$ cat src/rtl/mult_seq_n.sv
// Sequential shift-add multiplier with signed/unsigned mode and fixed latency.
// Operands are captured as magnitudes; the result sign is applied in one extra cycle.
module mult_seq_n #(
    parameter int unsigned WIDTH = 4
) (
    input  logic                 clk_i,
    input  logic                 rst_i,
    input  logic                 start_i,
    input  logic                 abort_i,
    input  logic                 signed_i,
    input  logic [WIDTH-1:0]     a_i,
    input  logic [WIDTH-1:0]     b_i,
    output logic [2*WIDTH-1:0]   product_o,
    output logic                 busy_o,
    output logic                 done_o,
    output logic [2:0]           state_o
);

    localparam int unsigned PW    = 2 * WIDTH;
    localparam int unsigned CNT_W = $clog2(WIDTH);

    typedef enum logic [2:0] {
        ST_IDLE    = 3'd0,
        ST_COMPUTE = 3'd1,
        ST_SIGN    = 3'd2,
        ST_END     = 3'd3
    } state_t;

    state_t             r_state;
    state_t             w_next;
    logic [PW-1:0]      r_acc;
    logic [PW-1:0]      r_mcand;
    logic [WIDTH-1:0]   r_mplier;
    logic [CNT_W-1:0]   r_cnt;
    logic               r_sign;
    logic [PW-1:0]      r_product;
    logic               r_busy;
    logic               r_done;

    logic               w_a_neg;
    logic               w_b_neg;
    logic [WIDTH-1:0]   w_a_mag;
    logic [WIDTH-1:0]   w_b_mag;
    logic               w_last;

    // Negating in WIDTH bits maps -2^(WIDTH-1) onto the unsigned value 2^(WIDTH-1).
    assign w_a_neg = signed_i & a_i[WIDTH-1];
    assign w_b_neg = signed_i & b_i[WIDTH-1];
    assign w_a_mag = w_a_neg ? (WIDTH'(0) - a_i) : a_i;
    assign w_b_mag = w_b_neg ? (WIDTH'(0) - b_i) : b_i;
    assign w_last  = (r_cnt == CNT_W'(WIDTH - 1));

    // Next-state logic; abort wins over every other transition while active.
    always_comb begin
        w_next = r_state;
        case (r_state)
            ST_IDLE:    if (start_i) w_next = ST_COMPUTE;
            ST_COMPUTE: begin
                if (abort_i)     w_next = ST_IDLE;
                else if (w_last) w_next = ST_SIGN;
            end
            ST_SIGN:    w_next = abort_i ? ST_IDLE : ST_END;
            ST_END:     if (!start_i) w_next = ST_IDLE;
            default:    w_next = ST_IDLE;
        endcase
    end

    // State register with status flags registered from the next state.
    always_ff @(posedge clk_i or negedge rst_i) begin
        if (!rst_i) begin
            r_state <= ST_IDLE;
            r_busy  <= 1'b0;
            r_done  <= 1'b0;
        end else begin
            r_state <= w_next;
            r_busy  <= (w_next == ST_COMPUTE) || (w_next == ST_SIGN);
            r_done  <= (w_next == ST_END);
        end
    end

    // Datapath: operand capture, shift-add iterations and signed result load.
    always_ff @(posedge clk_i or negedge rst_i) begin
        if (!rst_i) begin
            r_acc     <= '0;
            r_mcand   <= '0;
            r_mplier  <= '0;
            r_cnt     <= '0;
            r_sign    <= 1'b0;
            r_product <= '0;
        end else begin
            case (r_state)
                ST_IDLE: begin
                    if (start_i) begin
                        r_acc    <= '0;
                        r_cnt    <= '0;
                        r_mcand  <= PW'(w_a_mag);
                        r_mplier <= w_b_mag;
                        r_sign   <= w_a_neg ^ w_b_neg;
                    end
                end
                ST_COMPUTE: begin
                    if (!abort_i) begin
                        if (r_mplier[0]) r_acc <= r_acc + r_mcand;
                        r_mcand  <= r_mcand << 1;
                        r_mplier <= r_mplier >> 1;
                        r_cnt    <= r_cnt + CNT_W'(1);
                    end
                end
                ST_SIGN: begin
                    if (!abort_i) r_product <= r_sign ? (PW'(0) - r_acc) : r_acc;
                end
                default: ;
            endcase
        end
    end

    assign product_o = r_product;
    assign busy_o    = r_busy;
    assign done_o    = r_done;
    assign state_o   = r_state;

endmodule

$ cat config.mk
export PLATFORM = sky130hd
export DESIGN_NAME = mult_seq_n
export DESIGN_NICKNAME = d
export VERILOG_FILES = /design/src/rtl/mult_seq_n.sv
export SDC_FILE = /design/constraint.sdc
export NUM_CORES = 1
export LEC_CHECK = 0
export CAP_MARGIN = 20
export CORE_ASPECT_RATIO = 1.25
export CORE_MARGIN = 2
export CORE_UTILIZATION = 30
export CTS_CLUSTER_SIZE = 24
export DETAILED_ROUTE_END_ITERATION = 16
export GPL_ROUTABILITY_DRIVEN = 1
export HOLD_SLACK_MARGIN = 0.15
export PLACE_DENSITY = 0.59
export SETUP_SLACK_MARGIN = 0.3
export SLEW_MARGIN = 20
export SYNTH_ARGS = -nofsm -noshare
export SYNTH_HDL_FRONTEND = slang
export SYNTH_SLANG_ARGS = --single-unit
$ cat constraint.sdc
create_clock -name clk_i -period 2.15 [get_ports clk_i]
set_input_delay 0.43 -clock clk_i [delete_from_list [all_inputs] [get_ports clk_i]]
set_output_delay 0.43 -clock clk_i [all_outputs]
set_load 0.005 [all_outputs]
==> results.md, run 1 <==
- #FFs+latches synth: 36
- Initial Util: 30.61%
- Most common cell after layout, fill and taps aside: nand2_1
- Routed WL: 3949 microns
- Yosys warning total: 0
- Routed WL per cell: approximately 11 microns
- H-tree depth: 2
- Synthesized Nets: 241
- Cell area after synthesis: 0.001972 sq mm
- CP cell instances: ha_2 -> or4_4 -> or3b_4 -> a311o_1 -> mux2i_1
- Setup CP Type: flop to flop
- Setup_tns: 0 ns
- Vias in the first global route: 1,510
- Die height: 94.65 microns
- Post-route minimum period: 2.057 ns
- Worst R2R Setup Slack: 0.09 ns
- Crit-path max cell delay: roughly 0.53 ns
- Core ar.: about 0.0064 sq mm
- Routability Congestion: 0.7440
- Vias: between 1.5k and 2k
- Clock Skews: around 0.0087 ns
- Worst R2R End: r_acc[7]$_DFFE_PN0P_
- CP Launch Point: r_acc[5]$_DFFE_PN0P_
- Antenna Diode Count: 0
- Unrepaired setup endpoints after global routing: true
- Normalized max-slew margin: 60.85%
- PD cells: 633.4 mW/mm^2
- Clock slew at reported path FFs: 0.08 ns
- First-pass GRT wire length: 6837 microns
- Final hold vios: 0
- Clk sinks: 36
- Setup crit start kind: flop
- Max_cap viols: 0
- Drt via density: 4.545
- Post-synthesis to final-layout area growth: 30.84%
- Ratio of cells with drive above 1 in the final layout: 15.12%
- Peak supply drop: 0.0002694 V
- RR Startpoint: r_acc[5]$_DFFE_PN0P_
- # IOs: 26
- Most frequent cells in the layout: nand2_1 (38), dfrtp_1 (35), clkdlybuf4s50_1 (24), o21ai_0 (21), a21oi_1 (15)
- IO buf count: 25
- Root buffer cell: clkbuf_8
- CP endpoint kind: flop
- Async SR Flop Fraction: 100.0%
- Seq/Total Area, Yosys: 45.69%
- Nets: 282
- Post-DP HPWL: 3065 microns
- Crit-path max FO: 3
- CTS tree: built
- Initial antenna violation count: 0
- CTS max path bufs: 2
- WP data required: between 2 and 2.5 ns
- Place WS: 0.1021 ns
- Synth Area per Inst: 9.129 sq um
- Post-route ant nets: 0
- Gr usage total: between 10% and 20%
- Post-synth EDFFs: 0
- Yosys top cell area share: 45.69%
- Crit path DAT: around 2.3 ns
- Post-synth top area cell: dfrtp_1
- Top_reg_cell synth: dfrtp_1
- Placement row count: 33
- Lkg Pwr: roughly 0.0012 uW
- Mapped Cells: 216
- Clk_lat worst skew: 0.29 ns
- Fin Hold WS: 0.4905 ns
- Final worst-path cycle share: a little over nine tenths
- Die span in x: 76.52 microns
- Measured slew at the worst slew-check pin: 0.5834 ns
- Synth cell types: 37
- Die area: slightly above 0.007 sq mm
- FF-to-FF path depth: 5
- Outcome: completed
- Max Fclk: 486.1 MHz
- Initial DRC count: 41
- Worst path slowest cell: or4_4
- Drt first pass iters: 4
- Final WS setup: 0.09273 ns
- Synth area leaders: dfrtp_1 (46%), nand2_1 (7.2%), ha_1 (7.0%)
- Pins Over Slew Limit: 0
- Residual DRC: 0
- Total CTS buffers: 5
- Final setup fails: 0
- Gr ovfl total: 0
- HP Class: input port to async pin
- Largest net degree at the start of global routing: 28
[Yosys cell counts, drive strengths merged (3+ instances only)]
master and n:
nand2 38, dfrtp 36, o21ai 28, a21oi 16, nor2 13, ha 11
inv 11, xor2 8, clkbuf 7, nand3 6, o31ai 5, mux2 3
o211ai 3, xnor2 3
[flip-flops by register name, indices dropped and copies added, names as in the netlist]
signal	flops
r_sign	1
r_mplier	4
r_acc	8
busy_o	1
r_mcand	8
state_o	3
product_o	8
r_cnt	2
done_o	1
[worst max path at each step]
stage,slack [ns],end,depth (start not counted)
6_report,0.09,r_acc[7]$_DFFE_PN0P_,5
5_1_grt,0.05,r_acc[7]$_DFFE_PN0P_,5
4_1_cts,0.12,r_acc[7]$_DFFE_PN0P_,5
3_5_place_dp,0.10,r_acc[7]$_DFFE_PN0P_,5
3_3_place_gp,0.15,r_acc[7]$_DFFE_PN0P_,5
2_1_floorplan,0.17,r_acc[7]$_DFFE_PN0P_,5
[repair_timing]
item | 4_1_cts | 5_1_grt
setup endpoints to repair | 3 | 3
buffers inserted | 2 | 2
pin swaps | 1 | 4
resized for setup | 3 | 4
hold buffers | 1 | 0
hold endpoints to repair | 4 | 0
[cell families after synthesis]
logic type	after synthesis	share of synthesized area, %
multiplexers	5	2.728
XOR/XNOR	11	4.886
other	1	0.1902
flip-flops	36	45.69
adder cells (fa/ha/maj)	12	7.995
AND/OR/NAND/NOR	70	16.24
AO/OA/AOI/OAI	63	18.85
buffers and inverters	18	3.427
[layer usage]
| layer | vias up | global-route usage, % | part of all wire, % |
|---|---|---|---|
| li1 | 831 | - | - |
| met1 | 699 | 13.88 | 45 |
| met2 | 31 | 20.72 | 49 |
| met3 | 7 | 2.964 | 3.6 |
| met4 | 0 | 5.455 | 2.0 |
| met5 | - | 0 | 0 |
[final cells by class]
type	instances	area (sq um)
Multi-Input combinational cell	162	1036
Inverter	11	41.29
Clock inverter	3	42.54
Timing Repair Buffer	41	380.4
Sequential cell	36	902.1
Clock buffer	5	68.82
Tap cell	87	108.9
Fill cell	670	3861
[worst max-delay path: cells and delay by family (launching register included)]
kind / cells / cell delay, ns
AND/OR/NAND/NOR: 2 / 0.95
flip-flops: 1 / 0.40
AO/OA/AOI/OAI: 1 / 0.32
adder cells (fa/ha/maj): 1 / 0.20
multiplexers: 1 / 0.12
[metrics by stage]
step	instance area [sq um]	total power, uW	util (%)	instances
after floorplan	1979	925.8	-	216
after global placement	2402	1034	37.30	332
after detailed placement	2402	1040	37.30	332
after CTS	2547	1639	39.55	343
after global routing	2580	1714	40.05	345
final	2580	1634	40.05	345
[report_power, final]
group | total, uW | internal, uW | leakage, uW | switching [uW]
clock | 590 | 343 | 0.0000541 | 247
sequential | 764 | 724 | 0.000485 | 39.8
combinational | 280 | 136 | 0.000647 | 145
total | 1630 | 1200 | 0.00119 | 431
(Power assumes the default switching activity.)
==> run 2: changes to the inputs <==
--- a/config.mk
+++ b/config.mk
@@ -5,7 +5,6 @@
 export SDC_FILE = /design/constraint.sdc
 export NUM_CORES = 1
 export LEC_CHECK = 0
-export CAP_MARGIN = 20
 export CORE_ASPECT_RATIO = 1.25
 export CORE_MARGIN = 2
 export CORE_UTILIZATION = 30
==> results of run 2 <==
The final DEF is identical to that of run 1; final timing and power are the same.
